--- src/rtl/pe_mac_cell.sv ---
// -----------------------------------------------------------------------------
// pe_mac_cell
//   Systolic-array processing element. Operands arriving from above and from the
//   left are forwarded down/right one cycle later, unconditionally. When both
//   operands are valid on the same cycle (a MAC beat) their product is formed in
//   stage 1 and accumulated in stage 2 into an ACC_WIDTH accumulator, signed or
//   unsigned per beat. The last beat of a tile loads a tagged result register
//   that is offered over a valid/ready handshake.
//
// Parameters
//   DATA_WIDTH  operand width
//   ACC_WIDTH   accumulator / result width (>= 2*DATA_WIDTH)
//
// Ports
//   clk_i, rst_i                 clock, synchronous active-high reset
//   up_i / up_valid_i            top operand and its valid
//   left_i / left_valid_i        left operand and its valid
//   first_i, last_i, signed_i    left-channel tile tags (used on MAC beats only)
//   down_o / down_valid_o        up operand delayed one cycle
//   right_o / right_*_o          left operand and tags delayed one cycle
//   res_o, res_ovf_o             tile result and its overflow flag
//   res_valid_o / res_ready_i    result handshake (valid held until accepted)
//   res_lost_o                   sticky: an unaccepted result was overwritten
//
// Configuration
//   PE_MAC_SATURATE_EN  when defined, stage-2 overflow clamps the accumulator to
//                       the extreme of the beat's mode instead of wrapping.
// -----------------------------------------------------------------------------
module pe_mac_cell #(
    parameter int DATA_WIDTH = 32,
    parameter int ACC_WIDTH  = 2*DATA_WIDTH+8
) (
    input  logic                  clk_i,
    input  logic                  rst_i,
    input  logic [DATA_WIDTH-1:0] up_i,
    input  logic                  up_valid_i,
    input  logic [DATA_WIDTH-1:0] left_i,
    input  logic                  left_valid_i,
    input  logic                  first_i,
    input  logic                  last_i,
    input  logic                  signed_i,
    output logic [DATA_WIDTH-1:0] down_o,
    output logic                  down_valid_o,
    output logic [DATA_WIDTH-1:0] right_o,
    output logic                  right_valid_o,
    output logic                  right_first_o,
    output logic                  right_last_o,
    output logic                  right_signed_o,
    output logic [ACC_WIDTH-1:0]  res_o,
    output logic                  res_valid_o,
    input  logic                  res_ready_i,
    output logic                  res_ovf_o,
    output logic                  res_lost_o
);

    localparam int PW = 2*DATA_WIDTH;

    // Overflow of base + ext, interpreted in the beat's mode.
    function automatic logic beat_ovf(input logic sgn,
                                      input logic [ACC_WIDTH-1:0] base,
                                      input logic [ACC_WIDTH-1:0] ext,
                                      input logic [ACC_WIDTH:0]   sum);
        if (sgn)
            return (base[ACC_WIDTH-1] == ext[ACC_WIDTH-1]) &&
                   (sum[ACC_WIDTH-1] != base[ACC_WIDTH-1]);
        else
            return sum[ACC_WIDTH];
    endfunction

`ifdef PE_MAC_SATURATE_EN
    // Clamp value for an overflowing beat. A signed overflow can only occur when
    // both addends share a sign, so the addend sign picks the rail.
    function automatic logic [ACC_WIDTH-1:0] sat_clamp(input logic sgn, input logic neg);
        if (!sgn)
            return '1;
        else if (neg)
            return {1'b1, {(ACC_WIDTH-1){1'b0}}};
        else
            return {1'b0, {(ACC_WIDTH-1){1'b1}}};
    endfunction
`endif

    logic                  mac_beat;
    logic signed [PW-1:0]  up_ext;
    logic signed [PW-1:0]  left_ext;
    logic signed [PW-1:0]  prod_nxt;

    logic signed [PW-1:0]  prod_p1;
    logic                  vld_p1;
    logic                  first_p1;
    logic                  last_p1;
    logic                  sgn_p1;

    // The accumulator holds raw bits; each beat reinterprets it in its own mode.
    logic [ACC_WIDTH-1:0]  acc_p2;
    logic                  tile_ovf_p2;

    logic [ACC_WIDTH-1:0]  ext;
    logic [ACC_WIDTH-1:0]  base;
    logic [ACC_WIDTH:0]    sum;
    logic                  ovf;
    logic [ACC_WIDTH-1:0]  acc_nxt;
    logic                  tile_ovf_nxt;
    logic                  load;

    assign mac_beat = up_valid_i & left_valid_i;

    // Extending both operands to PW bits makes the low PW bits of one multiply
    // correct for both the signed and the unsigned interpretation.
    always_comb begin
        up_ext   = signed_i ? {{DATA_WIDTH{up_i[DATA_WIDTH-1]}}, up_i}
                            : {{DATA_WIDTH{1'b0}}, up_i};
        left_ext = signed_i ? {{DATA_WIDTH{left_i[DATA_WIDTH-1]}}, left_i}
                            : {{DATA_WIDTH{1'b0}}, left_i};
        prod_nxt = up_ext * left_ext;
    end

    always_comb begin
        ext          = sgn_p1 ? ACC_WIDTH'(prod_p1) : ACC_WIDTH'($unsigned(prod_p1));
        base         = first_p1 ? '0 : acc_p2;
        sum          = {1'b0, base} + {1'b0, ext};
        ovf          = beat_ovf(sgn_p1, base, ext, sum);
`ifdef PE_MAC_SATURATE_EN
        acc_nxt      = ovf ? sat_clamp(sgn_p1, ext[ACC_WIDTH-1]) : sum[ACC_WIDTH-1:0];
`else
        acc_nxt      = sum[ACC_WIDTH-1:0];
`endif
        tile_ovf_nxt = (first_p1 ? 1'b0 : tile_ovf_p2) | ovf;
        load         = vld_p1 & last_p1;
    end

    // ---- forwarding and stage 1: operand registers and product ----
    always_ff @(posedge clk_i) begin
        if (rst_i) begin
            down_o         <= '0;
            down_valid_o   <= 1'b0;
            right_o        <= '0;
            right_valid_o  <= 1'b0;
            right_first_o  <= 1'b0;
            right_last_o   <= 1'b0;
            right_signed_o <= 1'b0;
            prod_p1        <= '0;
            vld_p1         <= 1'b0;
            first_p1       <= 1'b0;
            last_p1        <= 1'b0;
            sgn_p1         <= 1'b0;
        end else begin
            down_o         <= up_i;
            down_valid_o   <= up_valid_i;
            right_o        <= left_i;
            right_valid_o  <= left_valid_i;
            right_first_o  <= first_i;
            right_last_o   <= last_i;
            right_signed_o <= signed_i;
            prod_p1        <= prod_nxt;
            vld_p1         <= mac_beat;
            first_p1       <= mac_beat & first_i;
            last_p1        <= mac_beat & last_i;
            sgn_p1         <= signed_i;
        end
    end

    // ---- stage 2: accumulate, tile overflow, result handshake ----
    always_ff @(posedge clk_i) begin
        if (rst_i) begin
            acc_p2      <= '0;
            tile_ovf_p2 <= 1'b0;
            res_o       <= '0;
            res_ovf_o   <= 1'b0;
            res_valid_o <= 1'b0;
            res_lost_o  <= 1'b0;
        end else begin
            if (vld_p1) begin
                acc_p2      <= acc_nxt;
                tile_ovf_p2 <= tile_ovf_nxt;
            end
            if (load) begin
                res_o       <= acc_nxt;
                res_ovf_o   <= tile_ovf_nxt;
                res_valid_o <= 1'b1;
                // Replacing a result nobody took this cycle loses it.
                if (res_valid_o && !res_ready_i)
                    res_lost_o <= 1'b1;
            end else if (res_valid_o && res_ready_i) begin
                res_valid_o <= 1'b0;
            end
        end
    end

endmodule
--- config.mk ---
export PLATFORM = sky130hd
export DESIGN_NAME = pe_mac_cell
export DESIGN_NICKNAME = d
export VERILOG_FILES = /design/src/rtl/pe_mac_cell.sv
export SDC_FILE = /design/constraint.sdc
export NUM_CORES = 2
export LEC_CHECK = 0
export ABC_AREA = 1
export BUFFER_PORTS_ARGS = -buffer_cell sky130_fd_sc_hd__buf_2
export CAP_MARGIN = 10
export CELL_PAD_IN_SITES_DETAIL_PLACEMENT = 0
export CELL_PAD_IN_SITES_GLOBAL_PLACEMENT = 1
export CORE_ASPECT_RATIO = 0.6
export CORE_MARGIN = 1.5
export CORE_UTILIZATION = 53
export CTS_CLUSTER_SIZE = 10
export DETAILED_ROUTE_END_ITERATION = 8
export PLACE_DENSITY_LB_ADDON = 0.1
export SYNTH_ARGS = -nofsm -noshare
export SYNTH_HDL_FRONTEND = slang
export SYNTH_SLANG_ARGS = --single-unit
export TNS_END_PERCENT = 100
--- constraint.sdc ---
create_clock -name clk_i -period 26.6 [get_ports clk_i]
set_clock_uncertainty 0.2 [all_clocks]
set_input_delay 1.33 -clock clk_i [delete_from_list [all_inputs] [get_ports clk_i]]
set_output_delay 1.33 -clock clk_i [all_outputs]
set_load 0.05 [all_outputs]
## Yosys cells after proc, flatten, opt, wreduce, memory -nomap -nowiden

Cells that the tools add are included.
Widths: inputs -> output; s select.

| operators by class | value |
|---|---|
| add/subtract/negate cells | 1 |
| multiply operators | 1 |
| equal/unequal tests | 2 |
| mux-type cells | 8 |
| bitwise logic cells | 5 |
| reduce and logical (&&, ||, !) cells | 6 |

Operators with widths:

| operator | number |
|---|---|
| $mux 72 | 2 |
| $mux 64 | 2 |
| $add 72x72->73 | 1 |
| $mul 64x64->64 | 1 |
| $and 1x1->1 | 4 |
| $mux 1 | 4 |
| $logic_and 1x1->1 | 3 |
| $reduce_and 2->1 | 1 |
| $reduce_bool 2->1 | 1 |
| $eq 1x1->1 | 1 |
| $logic_not 1->1 | 1 |
| $ne 1x1->1 | 1 |
| $or 1x1->1 | 1 |

| storage, ports and cells | value |
|---|---|
| register bits | 284 |
| input bits | 72 |
| output and inout port bits | 144 |
| word-level logic and storage cells | 40 |

## Longest topological paths before layout

| depth | value |
|---|---|
| depth in word-level cells | 6 |
| depth in mapped cells | 41 |
| mapped depth without buffers | 40 |

## Worst setup path after synthesis

No wires, ideal clock.

| timing path | value |
|---|---|
| path type | input to register |
| start | input port up_i[31] |
| end | register prod_p1[63] |
| library setup time | 0.115 ns |
| arrival | 9.733 ns |
| data required time | 26.285 ns |
| setup slack | 16.552 ns |
| stages on the path | 32 |
| buffers on the path | 2 |
| cells stage by stage | clkbuf_1 nand2_1 clkbuf_1 nor2_1 fa_1 inv_1 fa_1 inv_1 fa_1 inv_1 fa_1 inv_1 fa_1 inv_1 fa_1 inv_1 fa_1 inv_1 fa_1 inv_1 fa_1 inv_1 fa_1 inv_1 ha_1 nand2_1 nor3_1 nand4_1 o21ai_0 a21oi_1 a21oi_1 nor2_1 |

| on the way | value |
|---|---|
| word-level cells in the longest chain between the ends | 2 |

Ends and longest elaborated chain:

| item | line | text |
|---|---|---|
| start, declared | 35 | `input logic [DATA_WIDTH-1:0] up_i,` |
| $mux 64 | 111 | `up_ext = signed_i ? {{DATA_WIDTH{up_i[DATA_WIDTH-1]}}, up_i}` |
| $mul 64x64->64 | 115 | `prod_nxt = up_ext * left_ext;` |
| end signal, assigned | 155 | `prod_p1 <= prod_nxt;` |
| end, declared | 88 | `logic signed [PW-1:0] prod_p1;` |

Every way passes these cells.
A chain may end at the register's enable or synchronous reset.

## Final worst setup path

| timing path | value |
|---|---|
| start | input port up_i[31] |
| end | register prod_p1[53] |

The elaborated chain is that of the path after synthesis.

==> metrics.md <==
| Metric | Value |
|---|---|
| Post-Syn Instances | `8488` |
| Netlist cell types | `52` |
| Vias in the first global route | `55600` |
| Top cells by area, synth | `fa_1, inv_1, nand2_1` |
| CP delay by family, top | `adder cells` |
| # Max-Cap Violations | `0` |
| Postcts setup bufs | `0` |
| Crit path DAT | `11.67 ns` |
| DRT Wirelength | `237000 um` |
| Avg WL per Cell | `23.4 um` |
| Yosys Warn Count | `0` |
| Worst hold path type | `flop to flop` |
| Ys flop type | `dfxtp_1` |
| Drt pass-1 iters | `6` |
| H-tree levels | `2` |
| Fin crit period | `11.36 ns` |
| Commonest cells post-synth | `inv_1, nand2_1, fa_1` |
| Hold Fails Final Rpt | `0` |
| Max Slew Vio Count | `0` |
| Height of the die | `275 um` |
| Final setup vio count | `0` |
| Max-slew headroom | `0.143` |
| Asr flop ratio synth | `0` |
| Avg Cell Area, Syn | `7.71 sq um` |
| Layout cell share with drive strength beyond 1 | `0.0498` |
| Clock Pin Slew Worst Setup and Hold Paths | `0.06 ns` |
| Synth Cell Area | `0.0655 sq mm` |
| CTS Buf Count | `39` |
| RSZ-0062 raised after global routing | `false` |
| Clock Tree Buf Depth | `3` |
| Largest net degree at the start of global routing | `72` |
| Die area | `0.126 sq mm` |
| Port Buf Inserts | `215` |
| Critical path's slowest cell | `fa_1` |
| Chip width | `457 um` |
| Initial antenna violation count | `1` |
| Sequential element share of the synthesized area | `0.0868` |
| Number of fill cells | `11500` |
| Antenna-violating nets left | `0` |
| Slew @ Worst Pin | `1.28 ns` |
| Max Fclk | `88.0 MHz` |
| Clk sinks | `284` |
| Post-detail-place hpwl | `200000 um` |
| Post-Route Setup TNS | `0 ns` |
| Top-count cell post-synth | `inv_1` |
| Initial core utilization | `0.537` |
| Area growth syn-to-layout | `5.54%` |
| R2R setup slack | `21.05 ns` |
| DRC viols | `0` |
| Core Area | `0.122 sq mm` |
| 1st-iter DRT viols | `5664` |
| Slowest stage delay, CP | `0.86 ns` |
| Worst EP required | `26.90 ns` |
| First-pass GRT wire length | `356000 um` |
| Crit Path Max Fanout | `34` |
| Crit. End Element | `flop` |
| CP Class | `primary input to flop` |
| GR Overflow Total | `0` |
| Bufs and invs on worst path | `10` |
| Global placement routability congestion | `1.03` |
| Vias after detailed routing | `54200` |
| EDFF count, synth | `0` |
| Synth top area share | `0.435` |
| Yosys reg bits | `284` |
| CTS tree | `done` |
| Hold_buf cts | `0` |
| Rows | `99` |
| Root buf cell | `clkbuf_16` |
| Routed vias/inst | `5.36` |
| Startpoint types | `primary input` |
| Critical path's most frequent cell | `fa_1` |
| Syn_nets | `10400` |
| Post-layout nets | `10400` |
| Worst skew pair latency | `0.64 ns` |
| Final Cycle Share | `0.427` |
| Cell taking the most area after synthesis | `fa_1` |
| Total global-route track usage | `0.386` |
| # IOs | `216` |
| Status | `finished clean` |
| CTS-repair resized insts | `0` |
[worst paths after layout]
| kind | endpoint | start | depth (start not counted) |
|---|---|---|---|
| max | prod_p1[53] | up_i[31] | 32 |
| min | acc_p2[0] | acc_p2[0] | 2 |
| max reg2reg | acc_p2[65] | first_p1 | 17 |
| min reg2reg | acc_p2[0] | acc_p2[0] | 2 |
[worst min-delay path, delay by kind of cell, from the launching register on]
family | cells | cell delay [ns]
DFF | 1 | 0.29
AOI/OAI and AO/OA | 1 | 0.06
buffers and inverters | 1 | 0.06
[cell type report]
| class | instances | area, sq um | area share |
|---|---|---|---|
| repair buffers | 288 | 1630 | 0.0236 |
| well taps | 1616 | 2020 | 0.0293 |
| diodes | 3 | 7.51 | 0.000109 |
| clock buffers | 47 | 1050 | 0.0151 |
| inverters | 2639 | 9910 | 0.143 |
| flip-flops and latches | 284 | 5690 | 0.0823 |
| clock inverters | 14 | 171 | 0.00248 |
| multi-input cells | 5235 | 48600 | 0.704 |
[cells in the final DEF (no fill, tap or decap), drive strengths merged, types with 27 or more instances in the layout]
cell type and instances:
a21oi 328, fa 1422, nand3 221, inv 2637, nand4 32, dfxtp 284, o21ai 233, buf 287
o211ai 27, a21o 32, clkbuf 48, nor2 652, ha 423, nand2 1683, xor2 34
[per-stage QoR]
step	hold slack (ns)	worst slack [ns]	cells	area (sq um)	utilization
2_1_floorplan	0.235	16.55	8488	65500	-
3_3_place_gp	0.245	14.79	10100	67900	0.556
3_5_place_dp	0.254	14.73	10100	67900	0.556
4_1_cts	0.262	15.33	10100	69100	0.566
5_1_grt	0.278	14.58	10100	69100	0.566
6_report	0.263	15.24	10100	69100	0.566
[cell families after synthesis]
family / Yosys count / share of synthesized area
simple gates: 2651 / 0.162
fa+ha+maj: 1845 / 0.516
buf+inv: 2969 / 0.170
xor+xnor: 48 / 0.00642
compound gates: 691 / 0.0592
flops: 284 / 0.0868
[sequential cells by signal, indices dropped and copies added, names as in the netlist, 32 cells and up]
| name | flops |
|---|---|
| prod_p1 | 64 |
| right_o | 32 |
| res_o | 72 |
| down_o | 32 |
| acc_p2 | 72 |
[metal layers]
metal,vias to the layer above,GRT usage,share of wire
met5,-,0,0.000072
met4,2,0.0748,0.022
met3,310,0.143,0.14
met2,3001,0.510,0.37
met1,26800,0.596,0.47
li1,24100,-,-
Power is left out: the tool's default activity adds up to more than one toggle a clock period on the data nets, which glitch-free logic cannot reach.
